--- config.mk ---
export PLATFORM = sky130hd
export DESIGN_NAME = load_store_unit_flat
export DESIGN_NICKNAME = d
export VERILOG_FILES = /design/src/rtl/riscv_defs.sv /design/src/rtl/load_store_unit_if.sv /design/src/rtl/lsu_lane_align.sv /design/src/rtl/load_store_unit.sv /design/src/flat_wrapper.sv
export SDC_FILE = /design/constraint.sdc
export NUM_CORES = 1
export LEC_CHECK = 0
export BUFFER_PORTS_ARGS = -buffer_cell sky130_fd_sc_hd__buf_4
export CORE_AREA = 5 5 149 151
export CTS_CLUSTER_SIZE = 25
export DETAILED_ROUTE_END_ITERATION = 10
export DIE_AREA = 0 0 154 156
export PLACE_DENSITY = 0.52
export SYNTH_ARGS = -nofsm -noshare
export SYNTH_HDL_FRONTEND = slang
export SYNTH_HIERARCHICAL = 1
export SYNTH_SLANG_ARGS = --single-unit
export TNS_END_PERCENT = 1
--- constraint.sdc ---
create_clock -name i_clock -period 6.8 [get_ports i_clock]
set_input_delay 0.68 -clock i_clock [delete_from_list [all_inputs] [get_ports i_clock]]
set_output_delay 0.68 -clock i_clock [all_outputs]
set_load 0.005 [all_outputs]
--- src/rtl/riscv_defs.sv ---
// riscv_defs: shared RV32I definitions used by the load/store unit.
// Holds the ld/st funct3 encodings, the LSU state and access-size enums,
// and small helpers that decode an access size and check its alignment.
package riscv_defs;

    // RV32I load funct3 encodings
    localparam logic [2:0] F3_LB  = 3'b000;
    localparam logic [2:0] F3_LH  = 3'b001;
    localparam logic [2:0] F3_LW  = 3'b010;
    localparam logic [2:0] F3_LBU = 3'b100;
    localparam logic [2:0] F3_LHU = 3'b101;

    // RV32I store funct3 encodings
    localparam logic [2:0] F3_SB  = 3'b000;
    localparam logic [2:0] F3_SH  = 3'b001;
    localparam logic [2:0] F3_SW  = 3'b010;

    // Default data word width and the matching byte-enable count
    localparam int unsigned LSU_NB_WORD = 32;
    localparam int unsigned NB_BE       = LSU_NB_WORD / 8;

    typedef enum logic [1:0] {
        LSU_IDLE,
        LSU_REQ,
        LSU_RESP
    } lsu_state_t;

    typedef enum logic [1:0] {
        SZ_BYTE,
        SZ_HALF,
        SZ_WORD
    } lsu_size_t;

    // Any funct3 that is not a known byte/half encoding is a word access
    function automatic lsu_size_t lsu_size(input logic we, input logic [2:0] funct3);
        lsu_size_t s;
        s = SZ_WORD;
        if (we) begin
            case (funct3)
                F3_SB:   s = SZ_BYTE;
                F3_SH:   s = SZ_HALF;
                default: s = SZ_WORD;
            endcase
        end else begin
            case (funct3)
                F3_LB, F3_LBU: s = SZ_BYTE;
                F3_LH, F3_LHU: s = SZ_HALF;
                default:       s = SZ_WORD;
            endcase
        end
        return s;
    endfunction

    // Halves need an even address, words a multiple of four
    function automatic logic lsu_misaligned(input lsu_size_t s, input logic [1:0] addrLow);
        logic m;
        case (s)
            SZ_HALF: m = addrLow[0];
            SZ_WORD: m = (addrLow != 2'b00);
            default: m = 1'b0;
        endcase
        return m;
    endfunction

endpackage

--- src/rtl/load_store_unit_if.sv ---
// load_store_unit_if: handshaked data-memory bus between the LSU (master)
// and the memory (slave). The request side is held stable until ack; read
// data is valid in the same cycle as ack.
interface load_store_unit_if #(
    parameter int unsigned NB_WORD = 32,
    parameter int unsigned NB_ADDR = 32
);
    logic                   mem_req;
    logic                   mem_we;
    logic [NB_ADDR-1:0]     mem_addr;
    logic [NB_WORD/8-1:0]   mem_be;
    logic [NB_WORD-1:0]     mem_wdata;
    logic                   mem_ack;
    logic [NB_WORD-1:0]     mem_rdata;

    modport master (
        output mem_req, mem_we, mem_addr, mem_be, mem_wdata,
        input  mem_ack, mem_rdata
    );

    modport slave (
        input  mem_req, mem_we, mem_addr, mem_be, mem_wdata,
        output mem_ack, mem_rdata
    );
endinterface

--- src/rtl/lsu_lane_align.sv ---
// lsu_lane_align: purely combinational byte-lane steering for the LSU.
// Stores: byte enables plus store data replicated across the lanes.
// Loads: the read word shifted down by the lane, then sign/zero-extended.
module lsu_lane_align
    import riscv_defs::*;
#(
    parameter int unsigned NB_WORD = 32,
    parameter int unsigned NB_LANE = $clog2(NB_WORD / 8)
) (
    input  logic                 i_we,
    input  logic [2:0]           i_funct3,
    input  logic [NB_LANE-1:0]   i_lane,
    input  logic [NB_WORD-1:0]   i_wr_data,
    input  logic [NB_WORD-1:0]   i_rd_word,
    output logic [NB_WORD/8-1:0] o_be,
    output logic [NB_WORD-1:0]   o_wdata,
    output logic [NB_WORD-1:0]   o_rd_data
);
    localparam int unsigned NB_BYTES = NB_WORD / 8;

    lsu_size_t              w_size;
    logic [NB_WORD-1:0]     w_shift;

    assign w_size  = lsu_size(i_we, i_funct3);
    assign w_shift = i_rd_word >> {i_lane, 3'b000};

    // Store side: enables follow the access size; each lane takes the byte of
    // the right-justified store data it would hold if the datum were replicated
    always_comb begin
        o_be    = '0;
        o_wdata = '0;
        if (i_we) begin
            case (w_size)
                SZ_BYTE: o_be = NB_BYTES'(1) << i_lane;
                SZ_HALF: o_be = NB_BYTES'(3) << i_lane;
                default: o_be = NB_BYTES'(4'hF) << i_lane;
            endcase
            for (int k = 0; k < int'(NB_BYTES); k++) begin
                case (w_size)
                    SZ_BYTE: o_wdata[k*8 +: 8] = i_wr_data[7:0];
                    SZ_HALF: o_wdata[k*8 +: 8] = i_wr_data[(k%2)*8 +: 8];
                    default: o_wdata[k*8 +: 8] = i_wr_data[(k%4)*8 +: 8];
                endcase
            end
        end else begin
            o_be = '1;
        end
    end

    // Load side: extend the lane-shifted word; unknown encodings pass through
    always_comb begin
        case (i_funct3)
            F3_LB:   o_rd_data = {{(NB_WORD-8){w_shift[7]}}, w_shift[7:0]};
            F3_LBU:  o_rd_data = {{(NB_WORD-8){1'b0}}, w_shift[7:0]};
            F3_LH:   o_rd_data = {{(NB_WORD-16){w_shift[15]}}, w_shift[15:0]};
            F3_LHU:  o_rd_data = {{(NB_WORD-16){1'b0}}, w_shift[15:0]};
            default: o_rd_data = w_shift;
        endcase
    end

endmodule

--- src/rtl/load_store_unit.sv ---
// load_store_unit: data-memory load/store unit between EX/MEM and a
// handshaked data bus. Accepts one access at a time, steers bytes through
// lsu_lane_align, and runs an IDLE -> REQ -> RESP transaction FSM so the
// memory may take any number of cycles; the pipeline stalls on o_busy.
// Optional feature: define LSU_TIMEOUT_EN to abort a bus request that sees
// no ack within TIMEOUT_CYCLES cycles and report it through o_bus_err.
module load_store_unit
    import riscv_defs::*;
#(
    parameter int unsigned NB_WORD        = 32,
    parameter int unsigned NB_ADDR        = 32,
    parameter int unsigned TIMEOUT_CYCLES = 255
) (
    input  logic                i_clock,
    input  logic                i_reset,
    input  logic                i_req,
    input  logic                i_we,
    input  logic [2:0]          i_funct3,
    input  logic [NB_ADDR-1:0]  i_addr,
    input  logic [NB_WORD-1:0]  i_wr_data,
    output logic                o_busy,
    output logic                o_done,
    output logic [NB_WORD-1:0]  o_rd_data,
    output logic                o_misaligned,
    output logic                o_bus_err,
    load_store_unit_if.master   bus
);
    localparam int unsigned NB_LANE = $clog2(NB_WORD / 8);

    if ((NB_WORD % 8 != 0) || (NB_WORD < 32) || (TIMEOUT_CYCLES < 1)) begin : g_bad_params
        $error("load_store_unit: NB_WORD must be a multiple of 8 and >= 32, TIMEOUT_CYCLES >= 1");
    end

    lsu_state_t             r_state;
    lsu_state_t             w_next_state;
    logic                   r_we;
    logic [2:0]             r_funct3;
    logic [NB_ADDR-1:0]     r_addr;
    logic [NB_WORD-1:0]     r_wdata;
    logic                   r_mem_req;
    logic [NB_WORD-1:0]     r_rd_data;
    logic                   r_misaligned;

    logic                   w_accept;
    logic                   w_misaligned_in;
    logic                   w_timeout;
    logic [NB_WORD/8-1:0]   w_be;
    logic [NB_WORD-1:0]     w_wdata;
    logic [NB_WORD-1:0]     w_rd_data;

    assign w_accept        = (r_state == LSU_IDLE) && i_req;
    assign w_misaligned_in = lsu_misaligned(lsu_size(i_we, i_funct3), i_addr[1:0]);

    lsu_lane_align #(
        .NB_WORD (NB_WORD),
        .NB_LANE (NB_LANE)
    ) u_lane_align (
        .i_we      (r_we),
        .i_funct3  (r_funct3),
        .i_lane    (r_addr[NB_LANE-1:0]),
        .i_wr_data (r_wdata),
        .i_rd_word (bus.mem_rdata),
        .o_be      (w_be),
        .o_wdata   (w_wdata),
        .o_rd_data (w_rd_data)
    );

`ifdef LSU_TIMEOUT_EN
    localparam int unsigned NB_CNT = ($clog2(TIMEOUT_CYCLES + 1) > 8) ? $clog2(TIMEOUT_CYCLES + 1) : 8;

    logic [NB_CNT-1:0]      r_count;
    logic                   r_bus_err;

    // The limit only fires when no ack arrives in that same cycle
    assign w_timeout = (r_state == LSU_REQ) && !bus.mem_ack &&
                       (r_count == NB_CNT'(TIMEOUT_CYCLES - 1));

    // Count REQ cycles, restarting from zero on every accepted bus access
    always_ff @(posedge i_clock or posedge i_reset) begin
        if (i_reset) begin
            r_count <= '0;
        end else if (w_accept) begin
            r_count <= '0;
        end else if (r_state == LSU_REQ) begin
            r_count <= r_count + NB_CNT'(1);
        end
    end

    // Bus-error flag: cleared on acceptance, set when the wait limit expires
    always_ff @(posedge i_clock or posedge i_reset) begin
        if (i_reset) begin
            r_bus_err <= 1'b0;
        end else if (w_accept) begin
            r_bus_err <= 1'b0;
        end else if (w_timeout) begin
            r_bus_err <= 1'b1;
        end
    end

    assign o_bus_err = (r_state == LSU_RESP) && r_bus_err;
`else
    assign w_timeout = 1'b0;
    assign o_bus_err = 1'b0;
`endif

    // State register
    always_ff @(posedge i_clock or posedge i_reset) begin
        if (i_reset) begin
            r_state <= LSU_IDLE;
        end else begin
            r_state <= w_next_state;
        end
    end

    // Next state: misaligned accesses skip the bus and report straight away
    always_comb begin
        w_next_state = r_state;
        case (r_state)
            LSU_IDLE: begin
                if (i_req) begin
                    w_next_state = w_misaligned_in ? LSU_RESP : LSU_REQ;
                end
            end
            LSU_REQ: begin
                if (bus.mem_ack || w_timeout) begin
                    w_next_state = LSU_RESP;
                end
            end
            LSU_RESP: w_next_state = LSU_IDLE;
            default:  w_next_state = LSU_IDLE;
        endcase
    end

    // Access registers: latch the request on acceptance, end the bus cycle on
    // ack or timeout, and capture the extended load data (zero otherwise)
    always_ff @(posedge i_clock or posedge i_reset) begin
        if (i_reset) begin
            r_we         <= 1'b0;
            r_funct3     <= '0;
            r_addr       <= '0;
            r_wdata      <= '0;
            r_mem_req    <= 1'b0;
            r_rd_data    <= '0;
            r_misaligned <= 1'b0;
        end else if (w_accept) begin
            r_we         <= i_we;
            r_funct3     <= i_funct3;
            r_addr       <= i_addr;
            r_wdata      <= i_wr_data;
            r_misaligned <= w_misaligned_in;
            r_mem_req    <= !w_misaligned_in;
            if (w_misaligned_in) begin
                r_rd_data <= '0;
            end
        end else if (r_state == LSU_REQ) begin
            if (bus.mem_ack) begin
                r_mem_req <= 1'b0;
                r_rd_data <= r_we ? '0 : w_rd_data;
            end else if (w_timeout) begin
                r_mem_req <= 1'b0;
                r_rd_data <= '0;
            end
        end
    end

    // Bus outputs are only non-zero while a request is actually on the bus
    always_comb begin
        bus.mem_req   = r_mem_req;
        bus.mem_we    = r_mem_req && r_we;
        bus.mem_addr  = r_mem_req ? {r_addr[NB_ADDR-1:NB_LANE], {NB_LANE{1'b0}}} : '0;
        bus.mem_be    = r_mem_req ? w_be : '0;
        bus.mem_wdata = r_mem_req ? w_wdata : '0;
    end

    assign o_busy       = (r_state != LSU_IDLE);
    assign o_done       = (r_state == LSU_RESP);
    assign o_misaligned = (r_state == LSU_RESP) && r_misaligned;
    assign o_rd_data    = r_rd_data;

endmodule

--- src/flat_wrapper.sv ---
// flat-port wrapper written by rule: the top's interface ports become plain ports
module load_store_unit_flat import riscv_defs::*;
#(
    parameter int unsigned NB_WORD        = 32,
    parameter int unsigned NB_ADDR        = 32,
    parameter int unsigned TIMEOUT_CYCLES = 255
)
  (i_clock, i_reset, i_req, i_we, i_funct3, i_addr, i_wr_data, o_busy, o_done, o_rd_data, o_misaligned, o_bus_err, bus_mem_req, bus_mem_we, bus_mem_addr, bus_mem_be, bus_mem_wdata, bus_mem_ack, bus_mem_rdata);
  load_store_unit_if #(.NB_WORD(NB_WORD), .NB_ADDR(NB_ADDR)) bus_i ();
  input  logic i_clock;
  input  logic i_reset;
  input  logic i_req;
  input  logic i_we;
  input  logic [2:0] i_funct3;
  input  logic [NB_ADDR-1:0] i_addr;
  input  logic [NB_WORD-1:0] i_wr_data;
  output logic o_busy;
  output logic o_done;
  output logic [NB_WORD-1:0] o_rd_data;
  output logic o_misaligned;
  output logic o_bus_err;
  output wire logic [$bits(bus_i.mem_req)-1:0] bus_mem_req;
  output wire logic [$bits(bus_i.mem_we)-1:0] bus_mem_we;
  output wire logic [$bits(bus_i.mem_addr)-1:0] bus_mem_addr;
  output wire logic [$bits(bus_i.mem_be)-1:0] bus_mem_be;
  output wire logic [$bits(bus_i.mem_wdata)-1:0] bus_mem_wdata;
  input wire logic [$bits(bus_i.mem_ack)-1:0] bus_mem_ack;
  input wire logic [$bits(bus_i.mem_rdata)-1:0] bus_mem_rdata;
  assign bus_mem_req = bus_i.mem_req;
  assign bus_mem_we = bus_i.mem_we;
  assign bus_mem_addr = bus_i.mem_addr;
  assign bus_mem_be = bus_i.mem_be;
  assign bus_mem_wdata = bus_i.mem_wdata;
  assign bus_i.mem_ack = bus_mem_ack;
  assign bus_i.mem_rdata = bus_mem_rdata;
  load_store_unit #(.NB_WORD(NB_WORD), .NB_ADDR(NB_ADDR), .TIMEOUT_CYCLES(TIMEOUT_CYCLES)) u_core (.i_clock(i_clock), .i_reset(i_reset), .i_req(i_req), .i_we(i_we), .i_funct3(i_funct3), .i_addr(i_addr), .i_wr_data(i_wr_data), .o_busy(o_busy), .o_done(o_done), .o_rd_data(o_rd_data), .o_misaligned(o_misaligned), .o_bus_err(o_bus_err), .bus(bus_i));
endmodule
## After elaboration in Yosys (flattened, before gate mapping)

Index checks and enable logic that the tools add are counted.

- Eq/ne operators: 14
- Shift operators: 4
- Multiplexer cells: 29
- Reduce and logical (&&, ||, !) cells: 20

Operator list:

| cell | number |
|---|---|
| $mux 32 | 8 |
| $pmux 32 s4 | 1 |
| $shr 32x5->32 | 1 |
| $pmux 2 s2 | 5 |
| $mux 8 | 2 |
| $pmux 8 s2 | 1 |
| $eq 3x3->1 const B | 4 |
| $mux 2 | 5 |
| $reduce_or 2->1 | 5 |
| $mux 4 | 2 |
| $pmux 4 s2 | 1 |
| $reduce_bool 2->1 | 4 |
| $eq 2x1->1 const B | 3 |
| $eq 3x1->1 const B | 2 |
| $logic_not 3->1 | 2 |
| $ne 2x2->1 const B | 3 |
| $eq 2x2->1 const B | 2 |
| $logic_not 2->1 | 2 |
| $reduce_and 2->1 | 2 |
| $shl 1x2->4 const A | 1 |
| $shl 2x2->4 const A | 1 |
| $shl 4x2->4 const A | 1 |
| $logic_and 1x1->1 | 3 |
| $mux 1 | 3 |
| 3 further kinds | 3 |

- Flip-flop bits (word level): 104
- Input port bits: 104
- Output and inout port bits: 106
- Logic and storage cells: 75

## Longest topological paths before layout

Gate-level depths: netlist (run 1).

- Depth after elaboration: 9
- Mapped depth: 8
- Gate-level depth less buffers: 5

## Modules after synthesis

Netlist (run 1), hierarchy kept.

By module, submodules not included:

| module | instances | cells each | area an instance (um^2) | seq. area each (um^2) |
|---|---|---|---|---|
| load_store_unit | 1 | 386 | 4601.9 | 2602.5 |
| lsu_lane_align | 1 | 228 | 1500.2 | 0.0 |

## Worst setup path before layout (run 1)

OpenSTA, ideal clock, no wires.

- Kind: register to output
- Start point: register u_core.r_funct3[2]
- End point: output bus_mem_wdata[30]
- Arrival time: 1.285 ns
- Required time: 6.120 ns
- Setup slack: 4.835 ns
- Cell stages (with the launch flop): 7
- Buffers on the path: 2
- Cell sequence: dfrtp_1 > buf_2 > a21oi_2 > buf_2 > nand2_1 > o211a_1 > and2_1

- Longest elaborated chain between the ends: 8
- Elaborated cells on any way between the ends: 14
- Classes of those cells: eq/ne: 4; mux: 6; reduce/logical: 4

RTL lines:

| element | RTL line | text |
|---|---|---|
| start, declared | load_store_unit.sv:37 | `logic [2:0] r_funct3;` |
| start signal, assigned | load_store_unit.sv:147 | `r_funct3 <= i_funct3;` |
| $eq 3x3->1, or another cell as far along | riscv_defs.sv:45 | `case (funct3)` |
| $reduce_or 2->1 | riscv_defs.sv:45 |  |
| $pmux 2 s2 | riscv_defs.sv:45 |  |
| $mux 2 (*) | riscv_defs.sv:38 | `if (we) begin` |
| $eq 2x1->1 or $logic_not 2->1 (tied branches) | lsu_lane_align.sv:39 | `case (w_size)` |
| $pmux 8 s2 (*) | lsu_lane_align.sv:39 |  |
| $mux 32 (*) | lsu_lane_align.sv:32 | `if (i_we) begin` |
| named net u_core.w_wdata[30] | load_store_unit.sv:48 | `logic [NB_WORD-1:0] w_wdata;` |
| $mux 32 (*) | load_store_unit.sv:172 | `bus.mem_wdata = r_mem_req ? w_wdata : '0;` |
| end, declared | flat_wrapper.sv:26 | `output wire logic [$bits(bus_i.mem_wdata)-1:0] bus_mem_wdata;` |

The timed path passes the listed nets; every way through them passes the cells marked *.

## Worst setup path after layout (run 1)

- Start point: register u_core.r_funct3[2]
- End point: output bus_mem_be[3]

- Longest elaborated chain between the ends: 8
- Elaborated cells on any way between the ends: 14
- Classes of those cells: eq/ne: 4; mux: 6; reduce/logical: 4

RTL lines:

| element | RTL line | text |
|---|---|---|
| $eq 3x3->1, or another cell as far along | riscv_defs.sv:45 |  |
| $reduce_or 2->1 | riscv_defs.sv:45 |  |
| $pmux 2 s2 | riscv_defs.sv:45 |  |
| $mux 2 (*) | riscv_defs.sv:38 |  |
| $eq 2x1->1 or $logic_not 2->1 (tied branches) | lsu_lane_align.sv:33 | `case (w_size)` |
| $pmux 4 s2 (*) | lsu_lane_align.sv:33 |  |
| $mux 4 (*) | lsu_lane_align.sv:32 |  |
| named net u_core.w_be[3] | load_store_unit.sv:47 | `logic [NB_WORD/8-1:0] w_be;` |
| $mux 4 (*) | load_store_unit.sv:171 | `bus.mem_be = r_mem_req ? w_be : '0;` |
| end, declared | flat_wrapper.sv:25 | `output wire logic [$bits(bus_i.mem_be)-1:0] bus_mem_be;` |

Marked as above.

==> results of run 1 <==
## report_power, final
group	switching, W	leakage [nW]	internal (W)
combinational	0.000509	2.38	0.000547
sequential	0.000182	1.28	0.000781
clock	0.000244	0.156	0.000306
total	0.000935	3.82	0.00163
## path summary, 6_finish.rpt
kind	startpoint	to	slack, ns	depth (start not counted)
max	u_core/r_funct3[2]	bus_mem_be[3]	3.68	4
min	i_reset	u_core/r_misaligned	0.42	2
max reg2reg	u_core/r_addr[0]	u_core/o_rd_data[17]	4.18	6
min reg2reg	u_core/r_misaligned	u_core/r_misaligned	0.49	1
max in group asynchronous	i_reset	u_core/r_addr[8]	5.18	3
min in group i_clock	u_core/r_misaligned	u_core/r_misaligned	0.49	1
## layout make-up
type,count,share of cell area
clock buffer,11,0.0314
sequential,104,0.323
timing repair buffer,213,0.198
clock inverter,5,0.00667
tap,275,0.0427
inverter,34,0.0161
multi-input combinational,422,0.382
## flip-flops by register name, indices dropped and copies added, names as in the netlist
| name | cells |
|---|---|
| u_core/r_we | 1 |
| u_core/r_misaligned | 1 |
| u_core/r_wdata | 32 |
| u_core/r_state | 2 |
| u_core/r_addr | 32 |
| u_core/o_rd_data | 32 |
| u_core/r_funct3 | 3 |
| u_core/bus.mem_req | 1 |
## stage by stage
stage                     hold slack, ns  instances  setup slack, ns  total power (W)  area (µm²)
after floorplan                    0.456        616             3.39          0.00162        6110
after global placement             0.475       1048             4.07          0.00204        7750
after detailed placement           0.476       1048             4.09          0.00204        7750
after CTS                          0.445       1064             3.68          0.00261        8060
after global routing               0.478       1064             3.54          0.00276        8060
final                              0.424       1064             3.68          0.00257        8060
## Yosys cell counts (all sizes together) (8+ instances only)
library cell	instances	area [µm²]
dfrtp	104	2600
nand2	83	319
mux2	78	878
and2	77	482
buf	34	226
inv	34	128
o32ai	33	289
a21oi	23	119
clkbuf	22	82.6
a21boi	16	120
mux2i	15	150
nand3	11	60.1
nor2b	11	68.8
a211oi	10	92.6
a22oi	9	67.6
nand4	9	71.3
or2	9	56.3
o211a	8	80.1
## layout by cell type (no fill, tap or decap), drive strengths merged
master / n
a211oi: 10
bufinv: 1
or3b: 1
or2: 9
a21boi: 16
clkbuf: 11
inv: 35
o32ai: 33
nor4: 1
nor2b: 11
nor2: 7
nand2: 83
nand3: 11
nand2b: 2
clkinv: 3
a22oi: 9
buf: 213
nor3: 1
o21ai: 5
a21o: 1
mux2i: 15
and2: 77
dfrtp: 104
nand4: 9
o21a: 1
or3: 1
a21oi: 23
nor3b: 2
nand3b: 1
xor2: 1
o211ai: 1
a221oi: 1
mux2: 78
conb: 3
a211o: 1
o211a: 8
## metal layers
metal | up-vias | part of all wire
li1 | 2447 | -
met1 | 2496 | 0.43
met2 | 213 | 0.45
met3 | 16 | 0.11
met4 | 0 | 0.012
met5 | - | 0
## cells by family (layout without fill, tap and decap cells)
group	count (synthesis)	count (layout)
compound gates	109	109
xor+xnor	1	1
buf+inv	90	263
flops	104	104
mux	93	93
other cells	1	3
simple gates	216	216
==> flow_summary_export.csv, run 1 <==
group,metric,value,unit
sta,post-route-period-util,0.458,
critical_path,end_kind,"output pin",
global_route,grt-busiest-layer,"met2",
place,io_buffers,206,
power_and_ir_drop,vdd_ir_drop_max,173,µV
floorplanning,io_pins,210,
cts,clkTransAtPathRegs,0.07,ns
cts,cts_resized,0,
yosys,synth-edff-count,0,
yosys,synth_adder_area_share,0,
layout,final_util,0.390,
sta,slew_violations,0,
yosys,yosys.area_share.xor_xnor,0.00144,
sta,finalHoldViolations,0,
critical_path,critical-path-max-stage-delay,0.91,ns
cts,ctsHtreeMaxLevel,3,
cts,cts_setup_buffers,0,
power_and_ir_drop,p_per_area,319,mW/mm²
layout,diodes,0,
global_route,grtUsageTotal,0.160,
floorplanning,die_area,0.0240,mm²
routing,drt_iter0_markers,348,
yosys,ys_types,45,
routing,wl_per_cell,18.4,µm
critical_path,path_buf_inv,1,
layout,layout.nets,888,
routing,vias,5172,
routing,vias_per_cell,4.86,
cts,cts_buffers,9,
routing,firstDrtPassIters,5,
global_route,grt_first_pass_wirelength,30600,µm
cts,cts_hold_buf,0,
global_route,grt_util_met1,0.208,
sta,finalSetupViolCount,0,
floorplanning,fp.coreArea,0.0207,mm²
yosys,synth_cells,614,
routing,drc_errors,0,
yosys,synth-main-ff-cell,"dfrtp_1",
yosys,synth_compound_area_frac,0.139,
global_route,grt_antenna_before_repair,0,
yosys,ys_async_sr_fraction,1.00,
sta,max_slew.worst_pin.slew,1.10,ns
layout,seq_area,0.00261,mm²
floorplanning,start_util,0.295,
yosys,seq_area_frac_synth,0.426,
run_status,status,"completed",
sta,rsz0062_at_grt,"false",
sta,max_slew_margin,0.268,
cts,clock-sinks,104,
global_route,grtUsageMet2,0.249,
layout,syn2layout_area_growth,32.1,%
critical_path,setup.worst_path.class,"flip-flop to output pin",
sta,skew,0.00576,ns
critical_path,critPathMaxFanout,25,
yosys,synth-simple-area-share,0.192,
hold_path,hold_path_class,"input pin to asynchronous set/reset pin",
cts,root_buffer,"clkbuf_16",
critical_path,cp_slowest_cell,"a21oi_2",
critical_path,start_kind,"flip-flop",
floorplanning,num_rows,53,
critical_path,critPathArrivalTime,2.44,ns
routing,ant_nets,0,
yosys,avgSynthCellArea,9.94,µm²
yosys,synth.area.mux_share,0.169,
cts,cts_tree,"built",
floorplanning,die_h,156,µm
yosys,yosysWarnings,6,
global_route,grt.overflow.total,0,
cts,clk_latency,0.35,ns
critical_path,crit_chain,"a21oi_2, nand3_1, and2_1, buf_4",
global_route,met3_usage,0.0671,
global_route,grt_pass1_vias,5376,
flow_run,drv_cap,0,
place,gp_congestion,0.779,
floorplanning,dieWidth,154,µm
layout,multi_input_area,0.00308,mm²
critical_path,critPathTopFamily,"compound AO/OA/AOI/OAI gates",
sta,fin_crit,3.12,ns
yosys,synth.cell_area,0.00610,mm²
yosys,synth_top_family_by_area,"simple AND/OR/NAND/NOR gates",
place,hpwl,13800,µm
critical_path,required,6.12,ns
layout,fillers,2126,
yosys,ys_ff_latch,104,
routing,wl,19500,µm
cts,clockBufferDepth,2,
layout,drive_above_1_share,0.417,
power_and_ir_drop,power.leakage,3.82,nW
global_route,grt_start_max_net_pins,70,
sta,max_freq,321,MHz
sta,finalSetupTns,0,ns
(Power assumes the default switching activity.)
==> run 2, diff against run 1 <==
==> constraint.sdc (replaced) <==
create_clock -name i_clock -period 3.26 [get_ports i_clock]
set_input_delay 0.326 -clock i_clock [delete_from_list [all_inputs] [get_ports i_clock]]
set_output_delay 0.326 -clock i_clock [all_outputs]
set_load 0.005 [all_outputs]
==> flow_summary_export.csv, run 2 (synthesized netlist as in run 1, its figures left out) <==
group,metric,value,unit
run_status,status,"completed",
power_and_ir_drop,p_per_area,658,mW/mm²
sta,fin_crit,2.65,ns
routing,wl_per_cell,18.1,µm
cts,root_buffer,"clkbuf_16",
critical_path,start_kind,"flip-flop",
sta,skew,0.00824,ns
sta,finalHoldViolations,0,
layout,drive_above_1_share,0.417,
flow_run,drv_cap,0,
critical_path,end_kind,"output pin",
global_route,grt_first_pass_wirelength,30400,µm
critical_path,setup.worst_path.class,"flip-flop to output pin",
cts,clk_latency,0.35,ns
routing,firstDrtPassIters,4,
sta,max_slew.worst_pin.slew,0.972,ns
global_route,grt_start_max_net_pins,70,
routing,drt_iter0_markers,244,
sta,fin_hold_ws,0.0547,ns
critical_path,rrSetupSlack,1.11,ns
routing,ant_nets,0,
sta,finalSetupTns,0,ns
sta,post-route-period-util,0.813,
routing,drc_errors,0,
floorplanning,fp.coreArea,0.0207,mm²
critical_path,reg2regPathDepth,5,
sta,finalSetupViolCount,0,
critical_path,critPathArrivalTime,2.33,ns
floorplanning,io_pins,210,
floorplanning,start_util,0.295,
cts,clockBufferDepth,2,
cts,clock-sinks,104,
global_route,grtUsageTotal,0.158,
cts,cts_tree,"built",
cts,clkTransAtPathRegs,0.08,ns
cts,cts_setup_buffers,0,
layout,fillers,2154,
layout,multi_input_area,0.00308,mm²
layout,syn2layout_area_growth,32.6,%
floorplanning,die_area,0.0240,mm²
global_route,grt.overflow.total,0,
power_and_ir_drop,power.leakage,3.82,nW
layout,layout.nets,891,
routing,vias,5110,
floorplanning,dieWidth,154,µm
place,io_buffers,206,
power_and_ir_drop,vdd_ir_drop_max,250,µV
critical_path,crit_start,"u_core/r_funct3[0]",
floorplanning,num_rows,53,
sta,max_slew_margin,0.352,
critical_path,regToRegStartpoint,"u_core/r_funct3[0]",
global_route,grt_antenna_before_repair,0,
critical_path,required,2.93,ns
layout,final_cell_mix,"214 x buf_4, 102 x dfrtp_1, 82 x nand2_1, 78 x mux2_2, 76 x and2_1",
sta,max_freq,377,MHz
hold_path,hold_path_class,"input pin to asynchronous set/reset pin",
layout,mostFrequentLayoutCell,"buf_4",
floorplanning,die_h,156,µm
cts,cts_hold_buf,0,
routing,wl,19400,µm
sta,slew_violations,0,
critical_path,timing.rr.end,"u_core/o_rd_data[27]",
cts,cts_buffers,9,
place,gp_congestion,0.760,
cts,cts_resized,0,
critical_path,critPathMaxFanout,20,
cts,ctsHtreeMaxLevel,3,
routing,vias_per_cell,4.79,
sta,rsz0062_at_grt,"false",
layout,diodes,0,
layout,seq_area,0.00261,mm²
place,hpwl,13800,µm
global_route,grt_pass1_vias,5281,
-- run 2: worst max-delay path, cell delays in order, from the launching register on --
cell	delay (ns)
dfrtp_1	0.73
a211oi_2	0.62
nand2_1	0.10
a21boi_0	0.25
and2_1	0.17
buf_4	0.11
-- run 2: layer usage --
layer	global-route usage	vias to the layer above	share of wire	wire length (µm)
met5	0	-	0	0
met2	0.245	168	0.46	8950
met3	0.0552	10	0.090	1740
li1	-	2463	-	-
met1	0.213	2469	0.44	8480
met4	0.0404	0	0.010	194
-- run 2: layout make-up --
type	instances	share of cell area
clock buffer	11	0.0288
clock inverter	5	0.00727
inverter	34	0.0161
multi-input combinational	422	0.380
sequential	104	0.322
tap	275	0.0425
timing repair buffer	216	0.203
-- run 2: worst max path at each step --
stage,cells after the start,endpoint,slack (ns)
after floorplan,1,u_core/bus.mem_req,0.20
after global placement,5,bus_mem_wdata[13],1.00
after detailed placement,5,bus_mem_wdata[13],1.0
after CTS,5,bus_mem_wdata[13],0.59
after global routing,5,bus_mem_wdata[11],0.46
final,5,bus_mem_wdata[13],0.61
-- run 2: report_power, final --
group          switching, W  total [W]  internal [W]
Sequential         0.000412    0.00204       0.00163
Combinational       0.00102    0.00218       0.00116
Clock              0.000509    0.00111      0.000598
-- run 2: per-stage QoR --
step / util / power [W] / area, µm² / worst slack [ns] / std cells
5_1_grt: 0.391 / 0.00575 / 8090 / 0.458 / 1067
2_1_floorplan: - / 0.00337 / 6110 / 0.202 / 616
3_5_place_dp: 0.377 / 0.00428 / 7800 / 0.997 / 1051
6_report: 0.391 / 0.00533 / 8090 / 0.609 / 1067
3_3_place_gp: 0.377 / 0.00427 / 7800 / 1.00 / 1051
4_1_cts: 0.391 / 0.00543 / 8090 / 0.594 / 1067
==> run 3, diff against run 2 <==
--- a/config.mk
+++ b/config.mk
@@ -5,11 +5,12 @@
 export SDC_FILE = /design/constraint.sdc
 export NUM_CORES = 1
 export LEC_CHECK = 0
+export ABC_AREA = 1
 export BUFFER_PORTS_ARGS = -buffer_cell sky130_fd_sc_hd__buf_4
-export CORE_AREA = 5 5 149 151
+export CORE_AREA = 5 5 150 152
 export CTS_CLUSTER_SIZE = 25
 export DETAILED_ROUTE_END_ITERATION = 10
-export DIE_AREA = 0 0 154 156
+export DIE_AREA = 0 0 155 157
 export PLACE_DENSITY = 0.52
 export SYNTH_ARGS = -nofsm -noshare
 export SYNTH_HDL_FRONTEND = slang
==> constraint.sdc (replaced) <==
create_clock -name i_clock -period 2.7 [get_ports i_clock]
set_input_delay 0.27 -clock i_clock [delete_from_list [all_inputs] [get_ports i_clock]]
set_output_delay 0.27 -clock i_clock [all_outputs]
set_load 0.005 [all_outputs]
==> flow_summary_export.csv, run 3 <==
group,metric,value,unit
global_route,grtUsageTotal,0.171,
yosys,yosysTopAreaCellShare,0.421,
global_route,grt_pass1_vias,6115,
layout,fin_cells,1358,
place,gp_congestion,0.892,
cts,cts_tree,"built",
routing,vias,6271,
power_and_ir_drop,p_per_area,811,mW/mm²
routing,ant_nets,0,
critical_path,end_kind,"output pin",
place,hpwl,14500,µm
yosys,synth-main-ff-cell,"dfrtp_1",
yosys,synth.cell_area,0.00618,mm²
layout,final_cell_mix,"417 x nand2_1, 215 x buf_4, 104 x inv_1, 103 x dfrtp_1, 63 x nand3_1",
critical_path,critPathArrivalTime,2.04,ns
yosys,synth-edff-count,0,
routing,drc_errors,0,
critical_path,cp_slowest_cell,"dfrtp_1",
sta,max_slew.worst_pin.slew,1.17,ns
yosys,yosysWarnings,6,
yosys,avgSynthCellArea,6.82,µm²
routing,wl_per_cell,15.5,µm
yosys,synth.most_common_cell,"nand2_1",
cts,clk_latency,0.35,ns
yosys,synth_cells,906,
critical_path,critPathTopFamily,"simple AND/OR/NAND/NOR gates",
sta,slew_violations,0,
global_route,grt_first_pass_wirelength,33400,µm
cts,cts_buffers,9,
critical_path,required,2.43,ns
yosys,seq_area_frac_synth,0.421,
critical_path,setup.worst_path.class,"flip-flop to output pin",
yosys,synth_top_cell_by_area,"dfrtp_1",
cts,root_buffer,"clkbuf_16",
layout,layout.nets,1181,
critical_path,start_kind,"flip-flop",
sta,skew,0.00859,ns
sta,finalSetupTns,0,ns
run_status,status,"completed",
sta,rsz0062_at_grt,"false",
yosys,synthTopCellsByArea,"dfrtp_1 42%, nand2_1 25%, inv_1 6.4%, nand3_1 5.1%, nand4_1 3.2%",
cts,cts_hold_buf,0,
routing,firstDrtPassIters,4,
sta,worst_slack,0.394,ns
routing,vias_per_cell,4.62,
power_and_ir_drop,vdd_ir_drop_max,305,µV
layout,drive_above_1_share,0.248,
cts,cts_setup_buffers,0,
layout,fin_area,0.00813,mm²
sta,fin_crit,2.31,ns
floorplanning,die_h,157,µm
sta,finalHoldViolations,0,
yosys,synth_common_cells,"417 x nand2_1, 105 x inv_1, 104 x dfrtp_1",
cts,clockBufferDepth,2,
cts,clock-sinks,104,
global_route,grt_start_max_net_pins,105,
critical_path,cpMostUsedCell,"nand2_1",
place,dpl_cell_area,0.00783,mm²
sta,max_freq,434,MHz
yosys,ys_ff_latch,104,
cts,cts_resized,0,
global_route,grt_antenna_before_repair,2,
critical_path,path_buf_inv,3,
floorplanning,start_util,0.296,
floorplanning,io_pins,210,
hold_path,hold_path_class,"input pin to asynchronous set/reset pin",
power_and_ir_drop,power.leakage,5.03,nW
routing,drt_iter0_markers,380,
routing,wl,21000,µm
critical_path,crit_chain,"nor2_2, nand2_2, inv_1, nand2_1, o21ai_0, nand2_1, nand2_1, inv_1, buf_4",
sta,max_slew_margin,0.223,
place,dp_slack,0.794,ns
flow_run,drv_cap,0,
place,place_inst,1341,
sta,post-route-period-util,0.854,
cts,ctsHtreeMaxLevel,3,
critical_path,critical-path-max-stage-delay,0.46,ns
layout,mostFrequentLayoutCell,"nand2_1",
floorplanning,fp.coreArea,0.0209,mm²
yosys,ys_types,28,
floorplanning,num_rows,53,
sta,finalSetupViolCount,0,
cts,clkTransAtPathRegs,0.08,ns
yosys,ys_async_sr_fraction,1.00,
place,io_buffers,206,
critical_path,critPathMaxFanout,9,
global_route,grt.overflow.total,0,
floorplanning,die_area,0.0243,mm²
floorplanning,dieWidth,155,µm
layout,syn2layout_area_growth,31.6,%
-- run 3: cell types whose count changed after synthesis, moves of 13 or more --
| cell | change |
|---|---|
| nand3_2 | +13 |
| mux2i_1 | -15 |
| mux2_2 | -78 |
| a21boi_0 | -16 |
| and2_1 | -75 |
| inv_1 | +71 |
| o32ai_1 | -33 |
| nand2_1 | +335 |
| nor2_1 | +30 |
| nand3_1 | +53 |
| nand4_1 | +24 |
| o21ai_0 | +16 |
-- run 3: where the power goes --
| part | switching, W | internal, W |
|---|---|---|
| Sequential | 0.000382 | 0.00199 |
| Combinational | 0.00171 | 0.00112 |
| Clock | 0.000656 | 0.000731 |
-- run 3: worst reg2reg max path, stage by stage, from the launching register on --
cell	delay, ns
dfrtp_1	0.41
inv_2	0.09
nand3_4	0.07
buf_4	0.84
nand4_1	0.25
nand2_1	0.13
-- run 3: stage by stage --
stage,hold WS (ns),total power (W),utilization
6_report,0.0718,0.00660,0.389
5_1_grt,0.0928,0.00715,0.389
4_1_cts,0.0845,0.00669,0.389
3_5_place_dp,0.465,0.00527,0.375
3_3_place_gp,0.463,0.00526,0.375
2_1_floorplan,0.356,0.00416,-
-- run 3: layer usage --
metal | vias to the layer above | global-route usage | share of wire
li1 | 3110 | - | -
met1 | 2929 | 0.226 | 0.44
met2 | 200 | 0.269 | 0.46
met3 | 28 | 0.0536 | 0.081
met4 | 4 | 0.0479 | 0.018
met5 | - | 0 | 0.0012
-- run 3: kinds of logic (layout without fill, tap and decap cells) --
family | count (synthesis) | in the layout | share of synthesized area
simple gates | 578 | 578 | 0.405
buf+inv | 170 | 344 | 0.128
flops | 104 | 104 | 0.421
compound gates | 53 | 53 | 0.0449
other cells | 1 | 4 | 0.000607
-- run 3: worst paths after layout --
kind	cells after the start	slack, ns	from	endpoint
setup / recovery	9	0.39	u_core/r_funct3[0]	bus_mem_be[3]
hold / removal	3	0.07	i_reset	u_core/o_rd_data[3]
setup reg to reg	5	0.84	u_core/r_state[0]	u_core/o_rd_data[9]
hold reg to reg	2	0.48	u_core/r_wdata[24]	u_core/r_wdata[24]
max in group asynchronous	3	2.12	i_reset	u_core/bus.mem_req
min in group i_clock	3	0.10	i_addr[31]	u_core/r_addr[31]
-- run 3: final cells by class --
cell class                      instances  area (µm²)
Inverter                              111         423
Antenna cell                            1        2.50
Tap cell                              275         344
Multi-Input combinational cell        634        2800
Timing Repair Buffer                  217        1650
Fill cell                            2324       12800
Clock buffer                            9         225
Clock inverter                          7        77.6
Sequential cell                       104        2600
